--- src/rtl/rtc_bcd_source.sv ---
// rtc_bcd_source: BCD time-of-day keeper driving the 65-bit RTC bus.
// A prescaler derives a once-per-second tick from CLK_14M. A small FSM then
// ripples the carry through the time fields, one field per cycle. The result
// is published on RTC_OUT together with a flip of the update toggle in RTC_OUT[64].
module rtc_bcd_source #(
  parameter int CLK_HZ = 14318181
) (
  input  logic        CLK_14M,
  input  logic        RESET_N,
  input  logic        LOAD,
  input  logic [50:0] LOAD_TIME,
  output logic        LOAD_READY,
  output logic [64:0] RTC_OUT,
  output logic        SEC_PULSE
);

  localparam int PW = (CLK_HZ > 1) ? $clog2(CLK_HZ) : 1;
  localparam logic [PW-1:0] TERMINAL = PW'(CLK_HZ - 1);

  // 2000-01-01 00:00:00, Saturday
  localparam logic [50:0] RESET_FIELDS = {3'd6, 8'h00, 3'b000, 1'b0, 4'h1,
                                          2'b00, 2'd0, 4'h1, 2'b00, 2'd0, 4'h0,
                                          1'b0, 3'd0, 4'h0, 1'b0, 3'd0, 4'h0};

  typedef enum logic [2:0] {IDLE, SEC, MIN, HOUR, DAY, MON, YEAR, PUBLISH} state_t;

  state_t        state;
  logic [PW-1:0] prescaler;
  logic          tick;
  logic          load_accept;

  logic [3:0] sec_ones;
  logic [2:0] sec_tens;
  logic [3:0] min_ones;
  logic [2:0] min_tens;
  logic [3:0] hour_ones;
  logic [1:0] hour_tens;
  logic [3:0] day_ones;
  logic [1:0] day_tens;
  logic [3:0] mon_ones;
  logic       mon_tens;
  logic [3:0] year_ones;
  logic [3:0] year_tens;
  logic [2:0] dow;

  logic [50:0] fields;
  logic [7:0]  month_len;
  logic        leap_year;
  logic        load_time_unused;

  assign tick        = (prescaler == TERMINAL);
  assign SEC_PULSE   = tick;
  assign load_accept = LOAD && (state == IDLE);

  // Bits of LOAD_TIME that have no field behind them are dropped on load
  assign load_time_unused = ^{LOAD_TIME[7], LOAD_TIME[15], LOAD_TIME[23:22],
                              LOAD_TIME[31:30], LOAD_TIME[39:37]};

  assign fields = {dow, year_tens, year_ones, 3'b000, mon_tens, mon_ones,
                   2'b00, day_tens, day_ones, 2'b00, hour_tens, hour_ones,
                   1'b0, min_tens, min_ones, 1'b0, sec_tens, sec_ones};

  // Leap year from the BCD year digits: year%4==0 (00 counts as leap)
  always_comb begin
    leap_year = 1'b0;
    case (year_ones)
      4'h0, 4'h4, 4'h8: leap_year = ~year_tens[0];
      4'h2, 4'h6:       leap_year = year_tens[0];
      default:          leap_year = 1'b0;
    endcase
  end

  // Last valid day of the current month, in BCD
  always_comb begin
    month_len = 8'h31;
    case ({3'b000, mon_tens, mon_ones})
      8'h04, 8'h06, 8'h09, 8'h11: month_len = 8'h30;
      8'h02:                      month_len = leap_year ? 8'h29 : 8'h28;
      default:                    month_len = 8'h31;
    endcase
  end

  // Free-running prescaler; an accepted load restarts the second
  always_ff @(posedge CLK_14M or negedge RESET_N) begin
    if (!RESET_N) begin
      prescaler <= '0;
    end else if (load_accept || tick) begin
      prescaler <= '0;
    end else begin
      prescaler <= prescaler + PW'(1);
    end
  end

  // Carry-ripple FSM: one field per cycle, RTC_OUT written only in PUBLISH
  always_ff @(posedge CLK_14M or negedge RESET_N) begin
    if (!RESET_N) begin
      state      <= IDLE;
      LOAD_READY <= 1'b1;
      sec_ones   <= 4'h0;
      sec_tens   <= 3'd0;
      min_ones   <= 4'h0;
      min_tens   <= 3'd0;
      hour_ones  <= 4'h0;
      hour_tens  <= 2'd0;
      day_ones   <= 4'h1;
      day_tens   <= 2'd0;
      mon_ones   <= 4'h1;
      mon_tens   <= 1'b0;
      year_ones  <= 4'h0;
      year_tens  <= 4'h0;
      dow        <= 3'd6;
      RTC_OUT    <= {1'b0, 13'b0, RESET_FIELDS};
    end else begin
      case (state)
        IDLE: begin
          if (LOAD) begin
            sec_ones   <= LOAD_TIME[3:0];
            sec_tens   <= LOAD_TIME[6:4];
            min_ones   <= LOAD_TIME[11:8];
            min_tens   <= LOAD_TIME[14:12];
            hour_ones  <= LOAD_TIME[19:16];
            hour_tens  <= LOAD_TIME[21:20];
            day_ones   <= LOAD_TIME[27:24];
            day_tens   <= LOAD_TIME[29:28];
            mon_ones   <= LOAD_TIME[35:32];
            mon_tens   <= LOAD_TIME[36];
            year_ones  <= LOAD_TIME[43:40];
            year_tens  <= LOAD_TIME[47:44];
            dow        <= LOAD_TIME[50:48];
            state      <= PUBLISH;
            LOAD_READY <= 1'b0;
          end else if (tick) begin
            state      <= SEC;
            LOAD_READY <= 1'b0;
          end
        end
        SEC: begin
          if ({1'b0, sec_tens, sec_ones} >= 8'h59) begin
            sec_tens <= 3'd0;
            sec_ones <= 4'h0;
            state    <= MIN;
          end else begin
            if (sec_ones >= 4'h9) begin
              sec_ones <= 4'h0;
              sec_tens <= sec_tens + 3'd1;
            end else begin
              sec_ones <= sec_ones + 4'h1;
            end
            state <= PUBLISH;
          end
        end
        MIN: begin
          if ({1'b0, min_tens, min_ones} >= 8'h59) begin
            min_tens <= 3'd0;
            min_ones <= 4'h0;
            state    <= HOUR;
          end else begin
            if (min_ones >= 4'h9) begin
              min_ones <= 4'h0;
              min_tens <= min_tens + 3'd1;
            end else begin
              min_ones <= min_ones + 4'h1;
            end
            state <= PUBLISH;
          end
        end
        HOUR: begin
          if ({2'b00, hour_tens, hour_ones} >= 8'h23) begin
            hour_tens <= 2'd0;
            hour_ones <= 4'h0;
            state     <= DAY;
          end else begin
            if (hour_ones >= 4'h9) begin
              hour_ones <= 4'h0;
              hour_tens <= hour_tens + 2'd1;
            end else begin
              hour_ones <= hour_ones + 4'h1;
            end
            state <= PUBLISH;
          end
        end
        DAY: begin
          dow <= (dow >= 3'd6) ? 3'd0 : dow + 3'd1;
          if ({2'b00, day_tens, day_ones} >= month_len) begin
            day_tens <= 2'd0;
            day_ones <= 4'h1;
            state    <= MON;
          end else begin
            if (day_ones >= 4'h9) begin
              day_ones <= 4'h0;
              day_tens <= day_tens + 2'd1;
            end else begin
              day_ones <= day_ones + 4'h1;
            end
            state <= PUBLISH;
          end
        end
        MON: begin
          if ({3'b000, mon_tens, mon_ones} >= 8'h12) begin
            mon_tens <= 1'b0;
            mon_ones <= 4'h1;
            state    <= YEAR;
          end else begin
            if (mon_ones >= 4'h9) begin
              mon_ones <= 4'h0;
              mon_tens <= 1'b1;
            end else begin
              mon_ones <= mon_ones + 4'h1;
            end
            state <= PUBLISH;
          end
        end
        YEAR: begin
          if ({year_tens, year_ones} >= 8'h99) begin
            year_tens <= 4'h0;
            year_ones <= 4'h0;
          end else if (year_ones >= 4'h9) begin
            year_ones <= 4'h0;
            year_tens <= year_tens + 4'h1;
          end else begin
            year_ones <= year_ones + 4'h1;
          end
          state <= PUBLISH;
        end
        PUBLISH: begin
          RTC_OUT    <= {~RTC_OUT[64], 13'b0, fields};
          state      <= IDLE;
          LOAD_READY <= 1'b1;
        end
        default: begin
          state      <= IDLE;
          LOAD_READY <= 1'b1;
        end
      endcase
    end
  end

endmodule

--- config.mk ---
export PLATFORM = sky130hd
export DESIGN_NAME = rtc_bcd_source
export DESIGN_NICKNAME = d
export VERILOG_FILES = /design/src/rtl/rtc_bcd_source.sv
export SDC_FILE = /design/constraint.sdc
export NUM_CORES = 1
export LEC_CHECK = 0
export ABC_CLOCK_PERIOD_IN_PS = 5800
export BUFFER_PORTS_ARGS = -buffer_cell sky130_fd_sc_hd__buf_2
export CAP_MARGIN = 10
export CORE_MARGIN = 2
export CORE_UTILIZATION = 30
export CTS_BUF_LIST = sky130_fd_sc_hd__clkbuf_4 sky130_fd_sc_hd__clkbuf_8
export DETAILED_ROUTE_END_ITERATION = 7
export PLACE_DENSITY = 0.44
export SETUP_SLACK_MARGIN = 0.1
export SKIP_CTS_REPAIR_TIMING = 1
export SLEW_MARGIN = 20
export SYNTH_ARGS = -nofsm -noshare
export SYNTH_HDL_FRONTEND = slang
export SYNTH_SLANG_ARGS = --single-unit
--- constraint.sdc ---
create_clock -name CLK_14M -period 5.8 [get_ports CLK_14M]
set_input_delay 1.16 -clock CLK_14M [delete_from_list [all_inputs] [get_ports CLK_14M]]
set_output_delay 1.16 -clock CLK_14M [all_outputs]
set_load 0.005 [all_outputs]
== Yosys cells after proc, flatten, opt, wreduce, memory -nomap -nowiden ==
Index checks and enable logic that the tools add are counted.
Word-level totals
  register bits after elaboration: 113
  input port bits: 54
  output and inout bits: 67
  word-level logic and storage cells: 163
Cells by class
  $add $sub $neg: 13
  $lt $le $gt $ge: 13
  eq/ne operators: 25
  multiplexer cells: 66
  bitwise operators: 2
  reduce and logical (&&, ||, !) cells: 27
Operator list (count)
  4-bit 2-to-1 mux: 21
  4-bit case mux with 2 select lines: 7
  3-bit 2-to-1 mux: 12
  4-bit by 1-bit adder with 4-bit output (second input constant): 7
  24-bit by 1-bit adder with 24-bit output (second input constant): 1
  24-bit equality test (second input constant): 1
  4-bit greater-or-equal comparator (second input constant): 6
  24-bit 2-to-1 mux: 1
  3-bit case mux with 8 select lines: 1
  3-bit inequality test (second input constant): 7
  3-bit case mux with 2 select lines: 3
  3-bit AND reduction: 6
  2-bit 2-to-1 mux: 8
  7-bit greater-or-equal comparator (second input constant): 2
  2-bit AND reduction: 7
  2-bit nonzero test: 7
  3-bit equality test (second input constant): 4
  5-bit by 3-bit equality test with 1-bit output (second input constant): 2
  5-bit case mux with 2 select lines: 1
  3-bit by 1-bit adder with 3-bit output (second input constant): 3
  4-bit by 3-bit equality test with 1-bit output (second input constant): 2
  6-bit by 8-bit greater-or-equal comparator with 1-bit output: 1
  8-bit greater-or-equal comparator (second input constant): 1
  2-bit case mux with 2 select lines: 2
  other kinds (22): 33

== Longest topological paths before layout ==
Gate-level depths: netlist of the first run.
  depth after elaboration: 8
  depth in mapped cells: 10
  depth with buffers taken out: 10

== Worst setup path before layout of the first run ==
No wires, ideal clock.
  path type: reg-to-reg
  start point: register mon_ones[0]
  end point: register day_tens[1]
  library setup time: 0.125 ns
  arrival time: 2.312 ns
  required time: 5.675 ns
  path slack: 3.363 ns
  cell stages (with the launch flop): 10
  buffers on the path: 0
  clock period less this slack: 2.437 ns
  cells stage by stage: dfstp_2 -> inv_1 -> ha_1 -> o21ai_0 -> o32a_1 -> ha_1 -> nor4b_1 -> o22a_1 -> a2bb2oi_1 -> a2111oi_0
Between the ends
  cells in the longest elaborated chain, start to end: 6
  elaborated cells on any way between the ends: 12
  classes of those cells: order compare (1); eq/ne (6); mux (3); reduce/logical (2)
RTL lines
  from (decl): RTL line 40  | logic [3:0] mon_ones;
  from (signal assigned): RTL line 125  | mon_ones <= LOAD_TIME[35:32];
  from (signal assigned): RTL line 208  | mon_ones <= mon_ones + 4'h1;
  5-bit by 3-bit equality test with 1-bit output, or another cell as far along: RTL line 76  | case ({3'b000, mon_tens, mon_ones})
  4-bit OR reduction: RTL line 76
  5-bit case mux with 2 select lines *: RTL line 76
  6-bit by 8-bit greater-or-equal comparator with 1-bit output *: RTL line 184  | if ({2'b00, day_tens, day_ones} >= month_len) begin
  3-bit inequality test (no line) / 2-bit 2-to-1 mux (equally long branches)
  3-bit AND reduction (no line) / 2-bit case mux with 2 select lines (equally long branches)
  to (signal assigned): RTL line 124  | day_tens <= LOAD_TIME[29:28];
  to (signal assigned): RTL line 191  | day_tens <= day_tens + 2'd1;
  to (decl): RTL line 39  | logic [1:0] day_tens;
Mark *: on every way between the ends. The rest lies on a longest branch, timed or not.
A chain may end at the register's enable or synchronous reset.

== Worst setup path after layout of the first run ==
  start point: register prescaler[16]
  end point: output SEC_PULSE
Between the ends
  cells in the longest elaborated chain, start to end: 1
RTL lines
  from (decl): RTL line 28  | logic [PW-1:0] prescaler;
  from (signal assigned): RTL line 90  | prescaler <= prescaler + PW'(1);
  24-bit equality test: RTL line 51  | assign tick = (prescaler == TERMINAL);
  to (decl): RTL line 14  | output logic SEC_PULSE
Every way passes these cells.

==> results of run 1 <==
[worst min-delay path by stage]
stage	from	to	slack [ps]	cells past startpoint
floorplan	RTC_OUT[64]$_DFFE_PN0P_	RTC_OUT[64]$_DFFE_PN0P_	470	1
global placement	RTC_OUT[64]$_DFFE_PN0P_	RTC_OUT[64]$_DFFE_PN0P_	450	1
detailed placement	RTC_OUT[64]$_DFFE_PN0P_	RTC_OUT[64]$_DFFE_PN0P_	460	1
CTS	RTC_OUT[64]$_DFFE_PN0P_	RTC_OUT[64]$_DFFE_PN0P_	480	1
global route	RTC_OUT[16]$_DFFE_PN0P_	RTC_OUT[16]$_DFFE_PN0P_	510	2
finish	RTC_OUT[64]$_DFFE_PN0P_	RTC_OUT[64]$_DFFE_PN0P_	470	1
[per-layer routing]
| layer | global-route usage [%] | vias up |
|---|---|---|
| met2 | 24.7 | 92 |
| met4 | 4.31 | 0 |
| met3 | 3.08 | 11 |
| met5 | 0 | - |
| li1 | - | 2569 |
| met1 | 19.5 | 2529 |
[cells in the final DEF, fill, tap and decap left out, types with 22 or more instances in the layout]
cell type and n:
nand2_1 64, ha_1 35, conb_1 22, dfrtp_1 104
nor2_1 35, clkbuf_8 22, mux2_2 23, inv_1 34
buf_2 88, o21ai_0 58, a21oi_1 31
[flip-flops by register name, summed over array words and instances, names as in the netlist, 4 cells and up]
| signal | count |
|---|---|
| RTC_OUT | 43 |
| sec_ones | 4 |
| year_ones | 4 |
| mon_ones | 4 |
| hour_ones | 4 |
| year_tens | 4 |
| day_ones | 4 |
| prescaler | 24 |
| min_ones | 4 |
[power groups by stage]
| stage | Sequential, W | Clock, W | Combinational [W] |
|---|---|---|---|
| CTS | 0.00151 | 0.000900 | 0.00151 |
| finish | 0.00151 | 0.000871 | 0.00148 |
| floorplan | 0.00139 | 0 | 0.00114 |
| global placement | 0.00151 | 0 | 0.00147 |
| detailed placement | 0.00153 | 0 | 0.00150 |
| global route | 0.00158 | 0.000935 | 0.00172 |
[through the flow]
stage | utilization (%) | instance area (um2) | cells
global placement | 33.1 | 7160 | 1013
finish | 35.3 | 7630 | 1045
floorplan | - | 6630 | 693
global route | 35.3 | 7630 | 1045
detailed placement | 33.1 | 7160 | 1013
CTS | 35.3 | 7630 | 1045
[worst max-delay path: cells and delay by family (launching register included)]
| kind | cells | cell delay, ps |
|---|---|---|
| buffers and inverters | 1 | 200 |
| flip-flops | 1 | 480 |
| AND/OR/NAND/NOR | 3 | 920 |
[area by class of cell]
| class | instances | area (um2) |
|---|---|---|
| clock buffers | 24 | 318 |
| fillers | 2223 | 14000 |
| multi-input cells | 494 | 3370 |
| repair buffers | 92 | 470 |
| well taps | 280 | 350 |
| clock inverters | 8 | 149 |
| inverters | 34 | 128 |
| flip-flops and latches | 113 | 2840 |
[cells by family after synthesis]
| family | after synthesis | share of synthesized area (%) |
|---|---|---|
| multiplexers | 27 | 4.58 |
| flip-flops | 113 | 43.3 |
| buffers and inverters | 86 | 6.61 |
| XOR/XNOR | 13 | 1.74 |
| AO/OA/AOI/OAI | 179 | 18.3 |
| AND/OR/NAND/NOR | 218 | 18.6 |
| adder cells (fa/ha/maj) | 35 | 6.69 |
| other | 1 | 0.0573 |
==> out/results.ini, run 1 <==
[routing]
drt-wirelength-per-cell_um=15.8
ant_nets=0
met3_length_um=507
wl_met2_um=8000
drc=0
wl_met1_um=7830
top_layer_used=met4
routed_via_density=4.98
num_vias=5201
initialDrtViolationCount=185
wl_um=16500
drt_first_pass_iters=4

[worst_setup_path]
cp-end-kind=output port
max_stage_delay_ps=480
r2r-end=day_tens[1]$_DFFE_PN0P_
crit_start=prescaler[16]$_DFF_PN0_
r2r_setup_slack_ps=2820
cp.arrival_ps=2020
cpMostUsedCell=nor4_1
startpoint_type=register
cpMaxStageDelayCell=dfrtp_1
r2r-start=mon_ones[0]$_DFFE_PN1P_
cp_cell_sequence=nor4_1, nand4_1, nor4_1, buf_2
critPathMaxFanout=9
path_class=register to output port
crit_required_ps=4640
rr_worst_depth=9
crit_path_end=SEC_PULSE

[sta]
hold_violations=0
setup_viol=0
drv_slew=0
relSlewSlack_pct=33.5
rsz0062_at_grt=false
finalCritPeriodShare_pct=54.8
finalSetupTns_ps=0
timing.fmax_mhz=315
finalCriticalPeriod_ps=3180
whs_ps=472
skew_ps=15.4
fin_ws_ps=2620
worstMarginPinSlew_ps=998

[cts]
clock_path_buffers=2
h-tree-depth=4
clkTransAtPathRegs_ps=70
cts_made_buffers=17
clock_sinks=113
clk_latency_ps=430
cts_tree=done
clock-root-buffer=clkbuf_8

[global_routing]
grt_usage_pct=14.9
grt_pass1_wl_um=26700
grt_pass1_vias=5096
grt-ovfl-total=0
antenna_found_initial=0
grt_max_degree=70

[synth]
yosys_warnings=0
ys_types=79
syn_area_um2=6550
synth_largest_area_cell=dfrtp_1
synth_ff_type=dfrtp_1
synth-edff-count=0
synth_commonest_cells=dfrtp_1 (104), nand2_1 (64), o21ai_0 (58)
ys_seq_area_share_pct=43.3
syn_avg_cell_area_um2=9.75
syn_inst=672
synth_top_area_share_pct=39.7
synth_area_leaders=dfrtp_1 (40%), ha_1 (6.7%), o21ai_0 (4.4%)
synth_most_common_cell=dfrtp_1
async_flop_share_pct=100
synth-seq-cells=113

[power_and_ir_drop]
ir_drop_v=0.000190
p_leak_nw=3.45
total_power_w=0.00386
p_clk_share_pct=22.5
power_density_nw_per_um2=506
p_sw_w=0.00152
p_sw_share_pct=39.3
comb_power_share_pct=38.3
seqPwrFrac_pct=39.1
power.internal_w=0.00235

[die]
start_util_pct=30.3
io_pins=121
die_area_um2=23000
core_area_um2=21600
die_w_um=152
die_y_um=152
row_count=54

[final_layout]
n_antenna_cell=0
nets=841
area_growth_pct=16.5
drive_above_1_share_pct=23.8

[place]
gp_congestion=0.824
hpwlAfterDp_um=11700
port-buffer-count=89
pre_cts_ws_ps=2530

[run_status]
status=finished clean

[flow_run]
maxCapViolations=0

[worst_hold_path]
hp-class=register to register

Power figures use the tool's default switching activity.
==> run 2: changes to the inputs <==
--- a/config.mk
+++ b/config.mk
@@ -5,14 +5,14 @@
 export SDC_FILE = /design/constraint.sdc
 export NUM_CORES = 1
 export LEC_CHECK = 0
-export ABC_CLOCK_PERIOD_IN_PS = 5800
+export ABC_CLOCK_PERIOD_IN_PS = 2600
 export BUFFER_PORTS_ARGS = -buffer_cell sky130_fd_sc_hd__buf_2
 export CAP_MARGIN = 10
 export CORE_MARGIN = 2
 export CORE_UTILIZATION = 30
 export CTS_BUF_LIST = sky130_fd_sc_hd__clkbuf_4 sky130_fd_sc_hd__clkbuf_8
 export DETAILED_ROUTE_END_ITERATION = 7
-export PLACE_DENSITY = 0.44
+export PLACE_DENSITY = 0.46
 export SETUP_SLACK_MARGIN = 0.1
 export SKIP_CTS_REPAIR_TIMING = 1
 export SLEW_MARGIN = 20
==> constraint.sdc (replaced) <==
create_clock -name CLK_14M -period 2.6 [get_ports CLK_14M]
set_input_delay 0.52 -clock CLK_14M [delete_from_list [all_inputs] [get_ports CLK_14M]]
set_output_delay 0.52 -clock CLK_14M [all_outputs]
set_load 0.005 [all_outputs]
==> out/results.ini, run 2 (synthesized netlist as in run 1, its figures left out) <==
[die]
row_count=54
die_area_um2=23000
die_y_um=152
die_w_um=152
core_area_um2=21600
start_util_pct=30.3
io_pins=121

[global_routing]
grt_pass1_wl_um=26500
grt_usage_pct=14.7
grt_pass1_vias=5130
grt_max_degree=49
antenna_found_initial=0
grt-ovfl-total=0

[power_and_ir_drop]
p_leak_nw=3.57
ir_drop_v=0.000383
power_density_nw_per_um2=1140

[worst_setup_path]
crit_required_ps=2930
cp-end-kind=register
cp_cell_sequence=ha_4, inv_1, o32a_1, ha_1, nor4b_2, o22a_1, a31o_2, a2111oi_2
max_stage_delay_ps=600
crit_family=compound AO/OA/AOI/OAI gates
r2r_setup_slack_ps=130
cp.arrival_ps=2790
path_class=register to register
critPathMaxFanout=4
worstPathBufferInverterCount=1
cpMaxStageDelayCell=dfstp_2
startpoint_type=register

[cts]
h-tree-depth=4
clock-root-buffer=clkbuf_8
cts_tree=done
clock_path_buffers=2
clk_latency_ps=440
clock_sinks=113
cts_made_buffers=17
clkTransAtPathRegs_ps=70

[place]
gp_congestion=0.818
port-buffer-count=89
place_inst=1029
pre_cts_ws_ps=-154
hpwlAfterDp_um=12100

[final_layout]
largest_reg_flops=43
final_cell_mix=dfrtp_1 (101), buf_2 (88), nand2_1 (64)
fin_cells=1065
fillers=2245
post-route-util_pct=36.7
drive_above_1_share_pct=28.2
nets=861
seqCellArea_um2=2840
top_regs=RTC_OUT (43), prescaler (24)
area_growth_pct=21.0
top_register=RTC_OUT
multiInputGateArea_um2=3490
final_common_cell=dfrtp_1
n_antenna_cell=0

[routing]
drt-wirelength-per-cell_um=15.6
routed_via_density=5.01
num_vias=5339
drt_first_pass_iters=4
drc=0
wl_um=16600
initialDrtViolationCount=217
ant_nets=0

[sta]
skew_ps=10.4
hold_violations=0
worstMarginPinSlew_ps=904
rsz0062_at_grt=true
drv_slew=0
finalCritPeriodShare_pct=94.8
whs_ps=100
relSlewSlack_pct=39.2
fin_ws_ps=134
finalCriticalPeriod_ps=2470
setup_viol=0
timing.fmax_mhz=406

[flow_run]
maxCapViolations=0

[run_status]
status=finished clean

[worst_hold_path]
hp-class=primary input to async pin

-- run 2: metal layers --
layer	routed length [um]	GRT usage (%)	vias to the layer above
met1	7820	19.7	2621
li1	-	-	2598
met5	0	0	-
met3	661	3.44	17
met2	7890	23.4	103
met4	240	5.09	0
-- run 2: worst paths after layout --
kind                                                end  cells past startpoint               startpoint
worst max register to register  day_tens[1]$_DFFE_PN0P_                      8  mon_ones[0]$_DFFE_PN1P_
worst max-delay path            day_tens[1]$_DFFE_PN0P_                      8  mon_ones[0]$_DFFE_PN1P_
max in group asynchronous       RTC_OUT[10]$_DFFE_PN0P_                      2                  RESET_N
worst min-delay path            RTC_OUT[48]$_DFFE_PN0P_                      1                  RESET_N
worst min register to register  RTC_OUT[33]$_DFFE_PN0P_                      2  RTC_OUT[33]$_DFFE_PN0P_
min in group CLK_14M                 dow[2]$_DFFE_PN1P_                      3            LOAD_TIME[50]
-- run 2: report_power, final --
| group | switching, W | internal (W) |
|---|---|---|
| logic | 0.00197 | 0.00173 |
| clock network | 0.000749 | 0.00125 |
| registers | 0.000782 | 0.00253 |
-- run 2: per-stage QoR --
| step | cell area (um2) | setup TNS, ps | power [W] |
|---|---|---|---|
| 2_1_floorplan | 6630 | 0 | 0.00563 |
| 3_3_place_gp | 7290 | 0 | 0.00678 |
| 3_5_place_dp | 7290 | -250 | 0.00687 |
| 4_1_cts | 7770 | -303 | 0.00893 |
| 5_1_grt | 7930 | 0 | 0.00979 |
| 6_report | 7930 | 0 | 0.00901 |
-- run 2: area by class of cell --
| type | instances | share of cell area, % |
|---|---|---|
| clock buffers | 23 | 3.76 |
| clock inverters | 9 | 2.26 |
| inverters | 34 | 1.64 |
| multi-input cells | 494 | 44.0 |
| flip-flops and latches | 113 | 35.9 |
| well taps | 280 | 4.42 |
| repair buffers | 112 | 8.03 |
